## src/rtl/cv32e40p_seq_comparator.sv

```systemverilog
// Multi-cycle wide-operand comparator: scans operands MSB-first in CHUNK-bit slices,
// stopping at the first differing slice; covers the compare and min/max ALU opcodes.

package cv32e40p_pkg;
  typedef enum logic [6:0] {
    ALU_LTS   = 7'b0000000,
    ALU_LTU   = 7'b0000001,
    ALU_SLTS  = 7'b0000010,
    ALU_SLTU  = 7'b0000011,
    ALU_LES   = 7'b0000100,
    ALU_LEU   = 7'b0000101,
    ALU_SLETS = 7'b0000110,
    ALU_SLETU = 7'b0000111,
    ALU_GTS   = 7'b0001000,
    ALU_GTU   = 7'b0001001,
    ALU_GES   = 7'b0001010,
    ALU_GEU   = 7'b0001011,
    ALU_EQ    = 7'b0001100,
    ALU_NE    = 7'b0001101,
    ALU_MIN   = 7'b0010000,
    ALU_MAX   = 7'b0010001,
    ALU_MINU  = 7'b0010010,
    ALU_MAXU  = 7'b0010011,
    ALU_ADD   = 7'b0011000,
    ALU_SUB   = 7'b0011001,
    ALU_XOR   = 7'b0101111
  } alu_opcode_e;
endpackage

// state | meaning
// IDLE  | waiting for a request, ready_o high
// SCAN  | comparing one slice per cycle, top slice first
// DONE  | result held on the outputs until ready_i
module cv32e40p_seq_comparator
  import cv32e40p_pkg::*;
#(
  parameter int WIDTH = 64,
  parameter int CHUNK = 16
) (
  input  logic             clk,
  input  logic             rst,
  input  logic             flush_i,
  input  logic             valid_i,
  output logic             ready_o,
  input  alu_opcode_e      operator_i,
  input  logic [WIDTH-1:0] operand_a_i,
  input  logic [WIDTH-1:0] operand_b_i,
  output logic             valid_o,
  input  logic             ready_i,
  output logic [WIDTH-1:0] result_o,
  output logic             comparison_result_o
);

  localparam int NCHUNK = WIDTH / CHUNK;
  localparam int IDX_W  = (NCHUNK > 1) ? $clog2(NCHUNK) : 1;

  typedef enum logic [1:0] {IDLE, SCAN, DONE} state_e;

  state_e            state_q, state_d;
  logic [IDX_W-1:0]  idx_q;
  logic [WIDTH-1:0]  a_q, b_q, a_cmp, b_cmp;
  alu_opcode_e       op_q;
  logic              signed_q, lt_q, eq_q, hit_q;
  logic [CHUNK-1:0]  slice_a, slice_b;
  logic              slice_lt, slice_eq, last_slice;
  logic [WIDTH-1:0]  result_q, res_d;
  logic              cmp_q, cmp_d;

  function automatic logic is_signed(input alu_opcode_e op);
    return op inside {ALU_LTS, ALU_GES, ALU_GTS, ALU_LES, ALU_SLTS, ALU_SLETS, ALU_MIN, ALU_MAX};
  endfunction

  // Flipping the sign bit maps two's-complement order onto unsigned order.
  assign a_cmp = {a_q[WIDTH-1] ^ signed_q, a_q[WIDTH-2:0]};
  assign b_cmp = {b_q[WIDTH-1] ^ signed_q, b_q[WIDTH-2:0]};

  always_comb begin
    slice_a = '0;
    slice_b = '0;
    for (int i = 0; i < NCHUNK; i++) begin
      if (idx_q == IDX_W'(i)) begin
        slice_a = a_cmp[i*CHUNK +: CHUNK];
        slice_b = b_cmp[i*CHUNK +: CHUNK];
      end
    end
  end

  assign slice_lt   = slice_a < slice_b;
  assign slice_eq   = slice_a == slice_b;
  assign last_slice = idx_q == '0;

  always_comb begin
    res_d = '0;
    cmp_d = 1'b0;
    unique case (op_q)
      ALU_LTS, ALU_LTU, ALU_SLTS, ALU_SLTU: begin
        cmp_d = lt_q;
        res_d = {{(WIDTH-1){1'b0}}, cmp_d};
      end
      ALU_LES, ALU_LEU, ALU_SLETS, ALU_SLETU: begin
        cmp_d = lt_q | eq_q;
        res_d = {{(WIDTH-1){1'b0}}, cmp_d};
      end
      ALU_GTS, ALU_GTU: begin
        cmp_d = ~lt_q & ~eq_q;
        res_d = {{(WIDTH-1){1'b0}}, cmp_d};
      end
      ALU_GES, ALU_GEU: begin
        cmp_d = ~lt_q;
        res_d = {{(WIDTH-1){1'b0}}, cmp_d};
      end
      ALU_EQ: begin
        cmp_d = eq_q;
        res_d = {{(WIDTH-1){1'b0}}, cmp_d};
      end
      ALU_NE: begin
        cmp_d = ~eq_q;
        res_d = {{(WIDTH-1){1'b0}}, cmp_d};
      end
      ALU_MIN, ALU_MINU: begin
        cmp_d = lt_q;
        res_d = (lt_q | eq_q) ? a_q : b_q;
      end
      ALU_MAX, ALU_MAXU: begin
        cmp_d = lt_q;
        res_d = lt_q ? b_q : a_q;
      end
      default: ;
    endcase
  end

  always_comb begin
    state_d = state_q;
    unique case (state_q)
      IDLE:    if (valid_i) state_d = SCAN;
      SCAN:    if (hit_q) state_d = DONE;
      DONE:    if (ready_i) state_d = IDLE;
      default: state_d = IDLE;
    endcase
    if (flush_i) state_d = IDLE;
  end

  always_ff @(posedge clk or posedge rst) begin
    if (rst) state_q <= IDLE;
    else     state_q <= state_d;
  end

  // hit_q marks the deciding slice; the result is formed from lt_q/eq_q the cycle after.
  always_ff @(posedge clk or posedge rst) begin
    if (rst) begin
      a_q      <= '0;
      b_q      <= '0;
      op_q     <= ALU_ADD;
      signed_q <= 1'b0;
      idx_q    <= '0;
      lt_q     <= 1'b0;
      eq_q     <= 1'b0;
      hit_q    <= 1'b0;
      result_q <= '0;
      cmp_q    <= 1'b0;
    end else begin
      if (state_q == IDLE && valid_i && !flush_i) begin
        a_q      <= operand_a_i;
        b_q      <= operand_b_i;
        op_q     <= operator_i;
        signed_q <= is_signed(operator_i);
        idx_q    <= IDX_W'(NCHUNK - 1);
        lt_q     <= 1'b0;
        eq_q     <= 1'b0;
        hit_q    <= 1'b0;
      end
      if (state_q == SCAN && !hit_q) begin
        lt_q  <= slice_lt;
        eq_q  <= slice_eq;
        hit_q <= ~slice_eq | last_slice;
        if (slice_eq && !last_slice) idx_q <= idx_q - 1'b1;
      end
      if (state_q == SCAN && hit_q && !flush_i) begin
        result_q <= res_d;
        cmp_q    <= cmp_d;
      end
    end
  end

  assign ready_o             = (state_q == IDLE) & ~rst;
  assign valid_o             = state_q == DONE;
  assign result_o            = result_q;
  assign comparison_result_o = cmp_q;

endmodule

```

## config.mk

```make
export PLATFORM = sky130hd
export DESIGN_NAME = cv32e40p_seq_comparator
export DESIGN_NICKNAME = d
export VERILOG_FILES = /design/src/rtl/cv32e40p_seq_comparator.sv
export SDC_FILE = /design/constraint.sdc
export NUM_CORES = 1
export LEC_CHECK = 0
export ABC_AREA = 1
export ABC_CLOCK_PERIOD_IN_PS = 14600
export BUFFER_PORTS_ARGS = -buffer_cell sky130_fd_sc_hd__buf_4
export CAP_MARGIN = 20
export CORE_ASPECT_RATIO = 1.1
export CORE_UTILIZATION = 63
export CTS_BUF_LIST = sky130_fd_sc_hd__clkbuf_4
export CTS_CLUSTER_SIZE = 25
export DETAILED_ROUTE_END_ITERATION = 12
export PLACE_DENSITY = 0.93
export RECOVER_POWER = 50
export SYNTH_ARGS = -nofsm -noshare
export SYNTH_HDL_FRONTEND = slang
export SYNTH_SLANG_ARGS = --single-unit
```

## constraint.sdc

```tcl
create_clock -name clk -period 14.6 [get_ports clk]
set_input_delay 0.73 -clock clk [delete_from_list [all_inputs] [get_ports clk]]
set_output_delay 0.73 -clock clk [all_outputs]
set_load 0.02 [all_outputs]
```

==> results of run 1 <==
cell type report:
class	instances	area share [%]
clock buffers	76	4.24
multi-input cells	1068	38.3
clock inverters	16	0.651
well taps	238	2.21
inverters	130	3.64
repair buffers	218	12.2
flip-flops and latches	208	38.7
worst max path at each step:
stage,cells past startpoint,end,slack [ns]
2_1_floorplan,1,a_q[0],8.19
3_3_place_gp,6,a_q[14],10.65
3_5_place_dp,6,b_q[14],10.44
4_1_cts,15,idx_q[1],10.74
5_1_grt,4,b_q[44],5.72
6_report,4,b_q[44],7.17
tightest hold or removal path: cells and delay by family:
kind | cells | cell delay (ns)
buf+inv | 1 | 0.08
simple gates | 2 | 0.08
cells by family (layout without fill, tap and decap cells):
family | count (synthesis) | in the layout | synth area share, %
and+or+nand+nor | 671 | 671 | 22.8
AOI/OAI and AO/OA | 376 | 376 | 20.5
buffers and inverters | 233 | 440 | 8.42
DFF | 208 | 208 | 46.1
adders and majority gates | 20 | 20 | 2.21
xor gates and xnor gates | 1 | 1 | 0.0775
cell usage in the layout (no fill, tap or decap), drive strengths merged:
cell        n
nand2     626
buf       214
dfrtp     206
o21ai     165
o211ai    139
inv       129
clkbuf     80
a21oi      41
nor2       31
ha         20
a22oi      18
clkinv     14
o221ai      8
nand3       7
nand4       3
o22ai       3
nor3        3
clkinvlp    2
dfstp       2
o21bai      1
xnor2       1
o31ai       1
or2         1
bufinv      1
metrics by stage:
stage	utilization [%]	total power, mW	worst slack (ns)	hold slack (ns)	std cells
floorplan	-	1.26	8.19	0.487	1509
global placement	72.6	1.45	10.65	0.463	1859
detailed placement	72.6	1.49	10.44	0.466	1859
CTS	76.3	1.99	10.74	0.214	1951
global route	76.4	2.13	5.72	0.229	1954
finish	76.4	2.02	7.17	0.223	1954
layer usage:
layer | global-route usage (%) | wire length [um]
met1 | 49.1 | 12600
met2 | 59.6 | 16000
met3 | 8.31 | 3610
met4 | 23.3 | 2320
met5 | 0 | 0
flip-flops by register name (all words and copies together), names as in the netlist:
signal	count
signed_q	1
b_q	64
idx_q	2
state_q	2
hit_q	1
comparison_result_o	1
eq_q	1
result_o	64
op_q	7
a_q	64
lt_q	1
report_power, final:
group | internal (mW) | leakage [nW] | total (mW) | switching (mW)
logic | 0.221 | 4.07 | 0.661 | 0.441
clock network | 0.256 | 0.395 | 0.500 | 0.244
registers | 0.717 | 2.66 | 0.854 | 0.137
==> results_dict.tcl, run 1 <==
set metrics [dict create \
    rsz0062_at_grt "no" \
    cts_max_level 2 \
    ir_worst_vdd_v 0.000110 \
    grt_max_degree 142 \
    synth-seq-cells 208 \
    viasPerCell 5.98 \
    ctsResizeCount 0 \
    period_needed_ns 7.43 \
    overflow 0 \
    vias 11700 \
    crit_start "rst" \
    area_growth_syn_to_layout_pct 19.0 \
    p_leak_nw 7.13 \
    r2r-start "state_q[1]" \
    async_flop_share_pct 100 \
    holdPathEnd "a_q[20]" \
    syn-num-nets 1669 \
    synth_top_cell_by_area "dfrtp_1" \
    place_congestion 0.984 \
    postLayoutCellArea_um2 13500 \
    synth_warnings 0 \
    numCtsBuffers 53 \
    crit_slowest_cell "clkinvlp_2" \
    multi_input_area_um2 5150 \
    postRouteAntennaNets 0 \
    fin_worst_skew_ns 0.0522 \
    critPathArrivalTime_ns 7.27 \
    power.density_nw_per_um2 150 \
    synth_seq_area_share_pct 46.1 \
    path_max_fanout 124 \
    path_buf_inv 4 \
    start_util_pct 64.2 \
    io_pins 207 \
    dr.pass1.iters 8 \
    path_cells "clkbuf_1, clkinvlp_2, clkbuf_1, clkbuf_1" \
    hp-class "input pin to register" \
    post_drt_wl_per_cell_um 17.7 \
    fillers 1327 \
    netlist_area_um2 11300 \
    hold-path-cell-count 3 \
    root_buffer "clkbuf_4" \
    nNetsFinal 1839 \
    syn_avg_cell_area_um2 7.49 \
    rows 51 \
    wl_um 34600 \
    worst_setup_path_start_kind "input pin" \
    cts_num_sinks 208 \
    die_w_um 130 \
    fin_crit_sh_pct 50.9 \
    synth_top_cell_area_share_pct 45.6 \
    drtIter0Drc 1528 \
    placedInstanceArea_um2 12800 \
    synth_most_common_cell "nand2_1" \
    cp.required_ns 14.44 \
    worstSetupPathType "input pin to asynchronous set/reset pin" \
    crit_path_max_incr_delay_ns 2.95 \
    dp_hpwl_um 23500 \
    drive_above_1_share_pct 17.9 \
    synth_edf_count 0 \
    die-height_um 143 \
    port_buffers 206 \
    crit_family "buffers and inverters" \
    antenna_found_initial 0 \
    setup_tns_ns 0 \
    r2r_end "b_q[38]" \
    rrSetupSlack_ns 8.79 \
    antennaDiodeCount 0 \
    synth.distinct_cells 29 \
    status "finished, violations left" \
    drv_cap 4 \
    insertion_delay_ns 0.70 \
    hold_start "operand_a_i[20]" \
    reg2reg_depth 6 \
    grt_pass1_vias 11000 \
    fmax_mhz 135 \
    drv_slew 412 \
    seq_area_um2 5210 \
    ys.flop_type "dfrtp_1" \
    ctsHoldBuffers 0 \
    worst_pin_slew_ns 5.39 \
    cpMostUsedCell "clkbuf_1" \
    path_clk_slew_ns 0.08 \
    synthCells 1509 \
    cp-end-kind "asynchronous set/reset pin" \
    grt_usage_pct 38.4 \
    synth.top_cells.by_area "dfrtp_1, nand2_1, o211ai_1, o21ai_0, inv_1" \
    synthTopCellsByCount "nand2_1, dfrtp_1, o21ai_0" \
    grt_pass1_wl_um 54700 \
    max-slew-margin-rel_pct -261 \
    post-cts-setup-buffers 0 \
    clk_path_buf_depth 3 \
    drcViolationCount 0 \
    die-area_um2 18500 \
    finalHoldViolations 0 \
    cts_tree "done" \
    violations "capacitance limit, slew limit" \
    core_um2 17600 \
    finalSetupViolations 0 \
]
Power figures use the tool's default switching activity.
==> run 2, diff against run 1 <==
Settings changed: ABC_CLOCK_PERIOD_IN_PS 14600 to 6450, CORE_UTILIZATION 63 to 53, PLACE_DENSITY 0.93 to 0.84.
Clock period 14.6 ns to 6.45 ns, I/O delays scaled along.
==> run 2 against run 1 <==
  * The flow still finishes with violations (capacitance limit, slew limit)
  * Highest routed layer unchanged
  * Flip-flop and latch count did not move
  * Register-to-register slack got worse by 6.3 ns
  * Largest cell class unchanged
  * Cell area is 8.8% higher
  * Clock skew decreased by 0.027 ns
  * Largest power group unchanged
==> results_dict.tcl, run 2 (synthesis results as in run 1) <==
set metrics [dict create \
    total_power_mw 4.55 \
    rows 55 \
    period_needed_ns 3.92 \
    drcViolationCount 0 \
    fin_worst_skew_ns 0.0255 \
    fin_crit_sh_pct 60.7 \
    die-height_um 155 \
    insertion_delay_ns 0.67 \
    path_cells "inv_1, ha_1, nor2_1, inv_1, o21ai_0, o211ai_1, o21ai_0, ha_1, nand2_1, nor2_1, nand2_1, nor2_1, nand3_1, o21ai_0, inv_1" \
    dr.pass1.iters 6 \
    worst_pin_slew_ns 3.18 \
    worst_setup_path_start_kind "register" \
    mostFrequentLayoutCell "nand2_1" \
    worstSetupPathType "register to register" \
    drv_cap 2 \
    start_util_pct 54.6 \
    crit_slowest_cell "ha_1" \
    root_buffer "clkbuf_4" \
    status "finished, violations left" \
    p_leak_nw 7.43 \
    overflow 0 \
    critPathArrivalTime_ns 4.48 \
    r2r-start "idx_q[1]" \
    ctsResizeCount 0 \
    dp_hpwl_um 24100 \
    violations "capacitance limit, slew limit" \
    die_w_um 141 \
    grt_max_degree 133 \
    ir_worst_vdd_v 0.000197 \
    port_buffers 206 \
    hold_start "ready_i" \
    ctsHoldBuffers 137 \
    postLayoutCellArea_um2 14600 \
    viasPerCell 5.63 \
    crit_start "idx_q[1]" \
    final_cell_mix "nand2_1, dfrtp_1, o21ai_0, buf_4, o211ai_1" \
    io_pins 207 \
    die-area_um2 21900 \
    postRouteAntennaNets 0 \
    grt_pass1_vias 11500 \
    path_clk_slew_ns 0.07 \
    area_growth_syn_to_layout_pct 29.5 \
    placedInstanceArea_um2 12900 \
    finalHoldViolations 0 \
    core_um2 20700 \
    grt_pass1_wl_um 61000 \
    path_max_fanout 25 \
    finalSetupViolations 0 \
    place_congestion 0.989 \
    cp.required_ns 7.01 \
    wl_um 38800 \
    hp-class "input pin to register" \
    max-slew-margin-rel_pct -112 \
    numCtsBuffers 53 \
    post-cts-setup-buffers 0 \
    cts_tree "done" \
    antenna_found_initial 1 \
    vias 12000 \
    rsz0062_at_grt "no" \
    power.density_nw_per_um2 311 \
    clk_path_buf_depth 3 \
    post_drt_wl_per_cell_um 18.1 \
    drive_above_1_share_pct 13.3 \
    grt_usage_pct 35.9 \
    nNetsFinal 1976 \
    drv_slew 105 \
    cts_num_sinks 208 \
    drtIter0Drc 1118 \
    fmax_mhz 255 \
    crit_path_max_incr_delay_ns 0.67 \
    holdWs_ns 0.0547 \
    cp-end-kind "register" \
    setup_tns_ns 0 \
    cts_max_level 2 \
]
## run 2: changes by cell type in the layout (fill, tap and decap cells not counted), moves of 2 or more
cell / before / now
buf_4: 212 / 146
clkinv_1: 13 / 9
clkinvlp_2: 2 / 0
diode_2: 0 / 2
dlygate4sd3_1: 0 / 137
clkinv_2: 1 / 6
clkbuf_1: 4 / 70
## run 2: layout make-up
type / count / area (um^2)
clock inverter: 15 / 63.8
tap: 285 / 357
clock buffer: 76 / 571
fill: 1576 / 6080
inverter: 130 / 500
multi-input combinational: 1068 / 5160
sequential: 208 / 5210
antenna: 2 / 5.00
timing repair buffer: 355 / 2770
## run 2: path summary, 6_finish.rpt
check	slack, ns	depth (start not counted)	to
hold reg to reg	0.48	2	result_o[25]
max in group asynchronous	4.44	4	result_o[32]
min in group asynchronous	0.41	3	result_o[63]
hold / removal	0.05	4	state_q[1]
setup / recovery	2.53	15	idx_q[1]
setup reg to reg	2.53	15	idx_q[1]
## run 2: worst max-delay path, delay by kind of cell, from the launching register on
kind	cells	cell delay (ns)
compound gates	4	0.59
buf+inv	3	0.76
flops	1	0.40
fa+ha+maj	2	1.03
simple gates	6	1.03
## run 2: power by group
group | switching (mW) | leakage [nW] | internal [mW]
clock | 0.555 | 0.390 | 0.540
combinational | 1.02 | 4.38 | 0.482
sequential | 0.330 | 2.66 | 1.62
total | 1.91 | 7.43 | 2.64
## run 2: metal layers
layer	global-route usage, %	up-vias	wire length [um]
li1	-	5598	-
met1	45.8	5643	15300
met2	58.4	675	18500
met3	6.40	129	3130
met4	18.7	0	1890
met5	0	-	0
## run 2: through the flow
| step | setup WS [ns] | instances | util (%) |
|---|---|---|---|
| floorplan | 0.450 | 1509 | - |
| global placement | 2.74 | 1908 | 62.1 |
| detailed placement | 2.71 | 1908 | 62.1 |
| CTS | 2.68 | 2136 | 71.8 |
| global route | 2.12 | 2138 | 70.7 |
| finish | 2.53 | 2139 | 70.7 |
